## src/rtl/logic_seq_pkg.sv

```systemverilog
// Shared op-code constants, mode encoding and the bitwise op helper
// for the logic op sequencer.
package logic_seq_pkg;

    localparam logic [2:0] OP_PASS = 3'd0;
    localparam logic [2:0] OP_OR   = 3'd1;
    localparam logic [2:0] OP_AND  = 3'd2;
    localparam logic [2:0] OP_XOR  = 3'd3;
    localparam logic [2:0] OP_NOT  = 3'd4;
    localparam logic [2:0] OP_NOR  = 3'd5;
    localparam logic [2:0] OP_NAND = 3'd6;
    localparam logic [2:0] OP_LAST = OP_NAND;

    typedef enum logic {
        MODE_MANUAL = 1'b0,
        MODE_AUTO   = 1'b1
    } mode_e;

    function automatic logic [7:0] apply_op(
        input logic [2:0] op,
        input logic [7:0] a,
        input logic [7:0] b
    );
        logic [7:0] r;
        case (op)
            OP_OR:   r = a | b;
            OP_AND:  r = a & b;
            OP_XOR:  r = a ^ b;
            OP_NOT:  r = ~a;
            OP_NOR:  r = ~(a | b);
            OP_NAND: r = ~(a & b);
            default: r = a;
        endcase
        return r;
    endfunction

    function automatic logic [2:0] next_op(input logic [2:0] op);
        return (op >= OP_LAST) ? OP_PASS : op + 3'd1;
    endfunction

endpackage

```

## src/rtl/btn_debounce.sv

```systemverilog
// Button conditioner: 2-flop synchronizer, counting debouncer and
// rising-edge pulse generator.
module btn_debounce #(
    parameter int DEBOUNCE_CYCLES = 500000
) (
    input  logic clk,
    input  logic rst,
    input  logic btn,
    output logic level,
    output logic pulse
);

    localparam int CW = $clog2(DEBOUNCE_CYCLES + 1);
    localparam logic [CW-1:0] CNT_LAST = CW'(DEBOUNCE_CYCLES - 1);

    logic          meta;
    logic          sync;
    logic [CW-1:0] cnt;
    logic          flip;

    assign flip = (sync != level) && (cnt == CNT_LAST);

    always_ff @(posedge clk) begin
        if (rst) begin
            meta  <= 1'b0;
            sync  <= 1'b0;
            level <= 1'b0;
            cnt   <= '0;
            pulse <= 1'b0;
        end else begin
            meta  <= btn;
            sync  <= meta;
            pulse <= flip && sync;
            if (sync == level) begin
                cnt <= '0;
            end else if (flip) begin
                level <= sync;
                cnt   <= '0;
            end else begin
                cnt <= cnt + CW'(1);
            end
        end
    end

endmodule

```

## src/rtl/logic_op_sequencer.sv

```systemverilog
// Steps through eight-bit bitwise ops on the switch operands, either
// on button presses or automatically after a dwell time.
module logic_op_sequencer
    import logic_seq_pkg::*;
#(
    parameter int DEBOUNCE_CYCLES = 500000,
    parameter int DWELL_CYCLES    = 100000000
) (
    input  logic        clk,
    input  logic        rst,
    input  logic [15:0] sw,
    input  logic        btn_step,
    input  logic        btn_mode,
    output logic [15:0] led
);

    localparam int DW = $clog2(DWELL_CYCLES);
    localparam logic [DW-1:0] DWELL_LAST = DW'(DWELL_CYCLES - 1);

    logic [15:0]   sw_meta;
    logic [15:0]   sw_sync;
    logic [7:0]    result;
    logic [2:0]    op;
    logic [DW-1:0] dwell;
    mode_e         state;
    mode_e         state_next;
    logic          auto_on;
    logic          step_pulse;
    logic          mode_pulse;
    logic          step_level;
    logic          mode_level;
    logic          term;

    btn_debounce #(.DEBOUNCE_CYCLES(DEBOUNCE_CYCLES)) u_step (
        .clk   (clk),
        .rst   (rst),
        .btn   (btn_step),
        .level (step_level),
        .pulse (step_pulse)
    );

    btn_debounce #(.DEBOUNCE_CYCLES(DEBOUNCE_CYCLES)) u_mode (
        .clk   (clk),
        .rst   (rst),
        .btn   (btn_mode),
        .level (mode_level),
        .pulse (mode_pulse)
    );

    always_ff @(posedge clk) begin
        if (rst) begin
            state <= MODE_MANUAL;
        end else begin
            state <= state_next;
        end
    end

    always_comb begin
        state_next = state;
        if (mode_pulse) begin
            state_next = (state == MODE_AUTO) ? MODE_MANUAL : MODE_AUTO;
        end
    end

    always_comb begin
        auto_on = (state == MODE_AUTO);
    end

    assign term = auto_on && (dwell == DWELL_LAST);

    // Step and terminal count together still advance by exactly one.
    always_ff @(posedge clk) begin
        if (rst) begin
            op    <= OP_PASS;
            dwell <= '0;
        end else begin
            if (step_pulse || term) begin
                op <= next_op(op);
            end
            if (!auto_on || step_pulse || mode_pulse || term) begin
                dwell <= '0;
            end else begin
                dwell <= dwell + DW'(1);
            end
        end
    end

    always_ff @(posedge clk) begin
        if (rst) begin
            sw_meta <= '0;
            sw_sync <= '0;
            result  <= '0;
        end else begin
            sw_meta <= sw;
            sw_sync <= sw_meta;
            result  <= apply_op(op, sw_sync[7:0], sw_sync[15:8]);
        end
    end

    assign led = {4'h0, auto_on, op, result};

endmodule
```

## config.mk

```make
export PLATFORM = sky130hd
export DESIGN_NAME = logic_op_sequencer
export DESIGN_NICKNAME = d
export VERILOG_FILES = /design/src/rtl/logic_seq_pkg.sv /design/src/rtl/btn_debounce.sv /design/src/rtl/logic_op_sequencer.sv
export SDC_FILE = /design/constraint.sdc
export NUM_CORES = 1
export LEC_CHECK = 0
export CAP_MARGIN = 20
export CORE_UTILIZATION = 50
export DETAILED_ROUTE_END_ITERATION = 12
export GPL_TIMING_DRIVEN = 0
export PLACE_DENSITY = 0.69
export SETUP_SLACK_MARGIN = 0.05
export SYNTH_ARGS = -nofsm -noshare
export SYNTH_HDL_FRONTEND = slang
export SYNTH_SLANG_ARGS = --single-unit
```

## constraint.sdc

```tcl
create_clock -name clk -period 2.9 [get_ports clk]
set_input_delay 0.58 -clock clk [delete_from_list [all_inputs] [get_ports clk]]
set_output_delay 0.58 -clock clk [all_outputs]
set_load 0.05 [all_outputs]
```

==> results, run 1 <==
- Entering global routing, the biggest net connects 17 pins.
- The total global routing track utilization is 0.209.
- Compared with the post-synthesis result, the final layout area differs by 21.5%.
- The total inserted antenna cells is 0.
- The worst-margin pin slew is between 0.7 and 0.8 ns.
- The relative slew slack is 0.512.
- Setup repair after global routing left no endpoint under its margin.
- The max capacitance violation total is 0.
- The number of design rule violations left after detail routing is 0.
- The floorplan step defined a die boundary enclosing approximately 11000 µm².
- The clock sink total is between 100 and 150.
- The leakage component of the power is 2.23 nW.
- The width of the die is 104 µm.
- The maximum vdd drop is between 0.4 and 0.5 mV.
- Once detail routing completed, the nets flagged for antenna violations numbered 0.
- Summing all multi-input logic gate instances after layout gives 2650 µm².
- Along the worst path, the maximum fanout reaches 5.
- The clock arrives with 0.00724 ns of skew.
- After detailed placement, the total cell area comes to about 5700 µm².
- The flow ran to the end, and the final reports show no timing, DRC or antenna violations.
- At the end of routability-driven placement, the weighted congestion stood at between 0.7 and 0.8.
- The net count of the finished layout is ~700.
- STA puts the critical path data arrival time at between 1.5 and 2 ns.
- In this run the power density over the cells is ~630 nW/µm².
- Measured along the y axis, the die boundary spans 104 µm.
- The root buffer cell chosen for the clock tree is sky130_fd_sc_hd__clkbuf_8.
- In the final layout, the share of cells above drive strength 1 is 0.0812.
- The total power is ~0.0040 W.
- The final-report setup violation count is 0.
- The clock slew at the register clock pins of the worst setup and hold paths is 0.06 ns.
- The worst setup path is launched from a flip-flop.
- After synthesis, the netlist uses 53 different library cells.
- The category of the critical setup timing path is reg -> out.
- The tightest min-delay check is of the reg -> reg type.
- In this run the cell area of the synthesized design comes to 5220 µm².
- The worst setup path is captured at an output pin.
- The summed negative setup slack over all endpoints is 0 ns.
- For this block, wires on met1 add up to around 5000 µm.
- The first global-routing pass estimated around 18000 µm of wire.
- After floorplanning, the core was divided into 36 placement rows.
- Routed signal wires occupy layers up through met4.
- The total overflow left after global routing is 0.
- After detailed routing, the met2 layer carries just over 5000 µm of wire.
- The via count of the first global-routing pass was just over 4000.
- Static timing analysis puts the maximum clock frequency at 0.411 GHz.
- TritonCTS built the clock tree.
- The number of top-level pins is 36.
- The number of hold buffers added after CTS is 0.
- The clock passes through at most 2 buffers.
- The time the final worst path needs with I/O delays and setup is 2.43 ns.
- The number of antenna violations at the first check in global routing is 0.
- The share of async-settable or async-resettable flops after synthesis is 0.
- The total count of max-transition violations in the final report is 0.
- The later-pin clock latency in the skew report is 0.51 ns.
- The sequential-to-total area share from yosys stat is 0.448.
- The routed length per placed instance is 13.4 µm.
- The final hold violation count was 0.
- The TritonCTS buffer count is 17.
- The total area inside the core boundary comes to 9950 µm².
- The number of iterations in the first detailed-routing pass is 5.
- The warning count from the yosys run is 0.
- Across all layers, the routed design uses between 4000 and 5000 vias.
- The most used flip-flop cell after synthesis is sky130_fd_sc_hd__dfxtp_1.
- The first routing iteration left between 100 and 150 violations.
- The count of buffers from port buffering is 30.
- The worst slack on hold paths is 0.435 ns.
- The met3 routed wirelength is around 390 µm.
- Dividing the synthesized area by the synthesized cell count gives slightly below 9 µm².
- In the finished design, the share of the clock period the worst path needs comes to 0.839.
- The layout has around 850 filler cells.
- The routed design has approximately 11000 µm of wire.
- The wire-length estimate of the detail-placed layout is 7090 µm.
- The data required time at the worst endpoint is 2.32 ns.
- The cell count after synthesis is 588.
- The number of gates resized after cts is 0.
- The total setup buffers inserted after CTS is 0.
- The number of enable-type register cells in the synthesized netlist is 0.
- For this run, the share of the core covered by cells in the final layout is 0.638.
- The synthesized design contains roughly 120 register bits.
- The initial cell density of the core is 0.525.
- Registers take 2340 µm².
- Once layout is done, the placed cells without fillers occupy 6350 µm².
- The total number of H-tree levels is 4.
- Using the TritonRoute via totals, the vias-per-cell ratio works out to 5.22.
sequential cells by signal, indices dropped and copies added (netlist names):
register / cells
u_mode.cnt: 19
op: 3
u_step.level: 1
u_mode.meta: 1
u_mode.level: 1
u_mode.sync: 1
sw_sync: 16
result: 8
sw_meta: 16
dwell: 27
auto_on: 1
u_step.cnt: 19
u_step.sync: 1
u_step.meta: 1
u_mode.pulse: 1
u_step.pulse: 1
where the power goes:
part           total (W)  switching, W  internal [W]
logic           0.000124     0.0000658     0.0000586
clock network    0.00220      0.000766       0.00143
registers        0.00165     0.0000123       0.00164
logic make-up (layout without fill, tap and decap cells):
| group | after synthesis | count (layout) | synth area share |
|---|---|---|---|
| AOI/OAI and AO/OA | 53 | 53 | 0.0702 |
| xor gates and xnor gates | 59 | 59 | 0.0989 |
| adders and majority gates | 24 | 24 | 0.0575 |
| buffers and inverters | 63 | 125 | 0.0503 |
| DFF | 117 | 117 | 0.448 |
| muxes | 2 | 2 | 0.00383 |
| other | 1 | 4 | 0.000718 |
| and+or+nand+nor | 269 | 269 | 0.270 |
layout make-up:
type / instances / area share
Multi-Input combinational cell: 411 / 0.417
Timing Repair Buffer: 30 / 0.0473
Clock buffer: 19 / 0.0680
Tap cell: 133 / 0.0262
Inverter: 34 / 0.0201
Sequential cell: 117 / 0.369
Buffer: 29 / 0.0213
Clock inverter: 13 / 0.0310
cells in the mapped netlist, drive strengths merged, types with 4 or more instances:
cell type    n  area share
xor2        30       0.050
a22oi        5      0.0072
xnor2       29       0.049
nand2       41       0.029
a21oi       16       0.015
buf         12       0.014
nand4       15       0.021
clkbuf      17       0.012
or4          6      0.0093
a222oi       8       0.015
nor2        87       0.063
a221oi       4      0.0067
nor3         9      0.0086
and4         4      0.0067
nand3       26       0.025
ha          24       0.057
dfxtp      117        0.45
o211ai       4      0.0058
nor2b       36       0.043
or2          4      0.0048
o21ai        8      0.0077
and3         7      0.0086
or3          4      0.0048
inv         34       0.024
nor4        14       0.020
per-stage QoR:
step / setup WS [ns] / std cells
floorplan: 0.228 / 591
global placement: -0.262 / 754
detailed placement: 0.270 / 754
CTS: 0.240 / 786
global route: 0.251 / 786
finish: 0.467 / 786
critical path, stage by stage, from the launching register on:
cell,delay (ns)
sky130_fd_sc_hd__dfxtp_1,0.42
sky130_fd_sc_hd__buf_4,0.14
sky130_fd_sc_hd__clkdlybuf4s50_1,0.78
cell usage in the layout (no fill, tap or decap), drive strengths merged, types with 26 or more instances in the layout:
cell	n
dfxtp	117
clkbuf	36
nor2	87
nand2	41
clkdlybuf4s50	30
xor2	30
nand3	26
inv	38
xnor2	29
nor2b	36
final timing paths:
| kind | startpoint | cells past startpoint | slack (ns) | end |
|---|---|---|---|---|
| setup / recovery | auto_on | 2 | 0.47 | led[11] |
| hold / removal | sw_meta[1] | 1 | 0.43 | sw_sync[1] |
| setup reg to reg | op[2] | 7 | 0.49 | result[1] |
| hold reg to reg | sw_meta[1] | 1 | 0.43 | sw_sync[1] |
per-layer routing:
| layer | vias to the layer above | track usage |
|---|---|---|
| li1 | 2096 | - |
| met5 | - | 0 |
| met4 | 0 | 0.0755 |
| met2 | 70 | 0.356 |
| met1 | 1924 | 0.252 |
| met3 | 10 | 0.0551 |
(Power assumes the default switching activity.)
==> run 2: changes to the inputs <==
Settings changed: PLACE_DENSITY 0.69 to 0.72.
Clock period 2.9 ns to 2 ns, I/O delays scaled along.
==> run 2 against run 1 <==
Clock power rose by 20%. Hold slack got worse by 0.13 ns. Clock skew up 0.0021 ns. First-iteration DRC count up 28%. Cell area up 4.8%. Count of clock-buffer cells in the layout stayed put. Setup slack got worse by 0.46 ns. Combinational power grew 47%. Core utilization up 3.0 points. Sequential power up 44%. Total power is 31% higher. Sequential share of layout area down 1.2 points.
==> results, run 2 (synthesis gave the netlist of run 1 again) <==
- The top cell types in the final layout, fill and taps aside, are 102 x sky130_fd_sc_hd__dfxtp_1, 85 x sky130_fd_sc_hd__nor2_1, 40 x sky130_fd_sc_hd__nand2_1.
- The final-stage net count is 706 (+3.2%).
- The total inserted antenna cells came to 0 (unchanged).
- The routed length per placed instance is 14.4 µm (+7.9%).
- The number of design rule violations left after detail routing was 0 (unchanged).
- The width of the die is 104 µm (unchanged).
- The final weighted congestion of routability-driven global placement is 0.787 (+0.77%).
- The smallest clock period supported by the final layout is computed as roughly 2 ns.
- The first-pass GRT wire length came to 18800 µm (+2.1%).
- The setup path with the least slack is of type reg -> reg.
- The initial cell density of the core is 0.525 (unchanged).
- The remaining global-route overflow is 0 (unchanged).
- The worst setup path is launched from a flip-flop.
- The count of buffers from port buffering came to 30 (unchanged).
- The largest fanout on the critical path is 5 (unchanged).
- The maximum vdd drop was 0.609 mV (+43%).
- The data required time at the worst endpoint came to 2.43 ns (+0.11 ns).
- The worst-margin pin slew was 0.576 ns (-0.149 ns).
- The number of standard cells in the layout, taps in and fillers out was 806 (+2.5%).
- The clock sink total came to 117 (unchanged).
- The clock tree skew after final layout is 0.00932 ns (+0.00208 ns).
- The data arrival time of the critical path is 2.42 ns (+0.57 ns).
- The via count of the first global-routing pass is 4157 (+2.8%).
- The leading cell type in the layout, fill and taps excluded is sky130_fd_sc_hd__dfxtp_1.
- The standard cell core area is 9950 µm² (unchanged).
- The count of routing violations after the opening detailed-route iteration was 190 (+28%).
- The TritonCTS buffer count came to 17 (unchanged).
- The number of antenna violations at the first check in global routing is 0 (unchanged).
- The number of placed instances, taps included is 754 (unchanged).
- The area enclosed by the die boundary is 10900 µm² (unchanged).
- The via density per instance came to 5.46 (+4.7%).
- The number of top-level pins was 36 (unchanged).
- The fraction of layout instances using a drive strength above 1 is 0.178 (+0.0971).
- The total global routing track utilization is 0.212 (+0.00367).
- TritonCTS built the clock tree.
- The final-report setup violation count is 0 (unchanged).
- The overall die height is 104 µm (unchanged).
- The maximum number of pins on one net before global-route repair is 17 (unchanged).
- The clock slew at the register clock pins of the worst setup and hold paths came to 0.06 ns (about the same).
- The total number of H-tree levels was 4 (unchanged).
- The worst slack on hold paths was 0.304 ns (-0.131 ns).
- The root buffer cell is sky130_fd_sc_hd__clkbuf_8.
- The relative slew slack is 0.615 (+0.103).
- The number of iterations in the first detailed-routing pass is 6 (+1).
- The placed wire-length estimate after detailed placement came to 7120 µm (+0.49%).
- The area growth from synthesis to layout is 27.3%.
- The total placed instance area is 5730 µm² (+0.37%).
- The maximum buffer depth of the clock tree came to 2 (unchanged).
- The total number of vias is 4400 (+7.3%).
- The worst hold-check path type is in -> reg.
- The flip-flop count of the largest register after layout is 27 (unchanged).
- In the final layout, the registers with the most flip-flops are dwell (27), u_mode.cnt (19), u_step.cnt (19).
- The max capacitance violation total came to 0 (unchanged).
- The run finished with clean final reports.
- The number of hold buffers added after CTS is 0 (unchanged).
- The total number of placement rows is 36 (unchanged).
- The later-pin clock latency in the skew report is 0.52 ns (about the same).
- The sum of routed wire length over all layers is 11600 µm (+11%).
- The leakage component of the power is 2.41 nW (+8.2%).
- The final hold violation count is 0 (unchanged).
- The total count of max-transition violations in the final report is 0 (unchanged).
- The power per standard cell area came to 784 nW/µm² (+25%).
- The final design instance area without fill is 6650 µm² (+4.8%).
- In the finished design, the share of the clock period the worst path needs comes to 0.995.
- The endpoint type of the worst setup path is a flip-flop.
- The top register by number of flip-flops is dwell.
- The maximum clock frequency is approximately 0.5 GHz.
- Setup repair after global routing could not meet its margin everywhere.
- The count of antenna-violating nets left after detailed routing is 0 (unchanged).
==> run 2: cell count changes in the layout (fill, tap and decap cells not counted), moves of 4 or more <==
cell	change
sky130_fd_sc_hd__buf_4	+22
sky130_fd_sc_hd__buf_6	+8
sky130_fd_sc_hd__clkbuf_1	-6
sky130_fd_sc_hd__clkdlybuf4s50_1	-12
sky130_fd_sc_hd__clkinv_2	+7
sky130_fd_sc_hd__dfxtp_1	-15
sky130_fd_sc_hd__dfxtp_2	+10
sky130_fd_sc_hd__dfxtp_4	+5
sky130_fd_sc_hd__dlygate4sd2_1	+11
sky130_fd_sc_hd__ha_1	-4
sky130_fd_sc_hd__inv_6	-4
sky130_fd_sc_hd__nor4_1	-7
sky130_fd_sc_hd__nor4_2	+6
==> run 2: final cells by class <==
type / count / area, µm²
Inverter: 34 / 128
Sequential cell: 117 / 2370
Clock buffer: 19 / 422
Clock inverter: 11 / 88.8
Fill cell: 784 / 3310
Buffer: 25 / 156
Timing Repair Buffer: 56 / 494
Multi-Input combinational cell: 411 / 2820
Tap cell: 133 / 166
==> run 2: path summary, 6_finish.rpt <==
check                   from          end  slack [ns]  cells past startpoint
setup reg to reg    dwell[8]        op[1]        0.01                      6
setup / recovery    dwell[8]        op[1]        0.01                      6
hold reg to reg   sw_meta[3]   sw_sync[3]        0.43                      1
hold / removal           rst  u_step.meta        0.30                      2
==> run 2: metal layers <==
layer  wire length, µm  vias up  GRT usage
met5                 0        -          0
met4               238        0     0.0888
met3               544       32     0.0570
met2              5980      130      0.363
met1              4880     2100      0.251
li1                  -     2138          -
==> run 2: timing repair <==
item / CTS / global route
setup endpoints to repair: 74 / 50
pin swaps: 5 / 14
gates cloned: 0 / 1
hold endpoints to repair: 0 / 0
gates resized for setup: 40 / 47
buffers inserted: 7 / 18
==> run 2: power by group <==
part           switching (W)  internal, W  total [W]
sequential         0.0000180      0.00237    0.00238
combinational      0.0000976    0.0000848   0.000182
clock                0.00103      0.00161    0.00265
==> run 2: worst max-delay path: stages, from the launching register on <==
cell and delay (ns):
sky130_fd_sc_hd__dfxtp_4 0.35, sky130_fd_sc_hd__or4_4 0.54, sky130_fd_sc_hd__nor4_4 0.24, sky130_fd_sc_hd__buf_4 0.18, sky130_fd_sc_hd__a31oi_4 0.10, sky130_fd_sc_hd__or3b_1 0.38, sky130_fd_sc_hd__a21oi_1 0.12
==> run 2: through the flow <==
stage | util | setup TNS (ns) | power (W) | setup WS (ns)
final | 0.668 | 0 | 0.00521 | 0.00979
after floorplan | - | 0 | 0.00255 | 0.0626
after global placement | 0.575 | -6.74 | 0.00261 | -0.289
after global routing | 0.668 | -0.282 | 0.00536 | -0.0435
after detailed placement | 0.575 | -8.93 | 0.00262 | -0.363
after CTS | 0.640 | 0 | 0.00523 | 0.00144
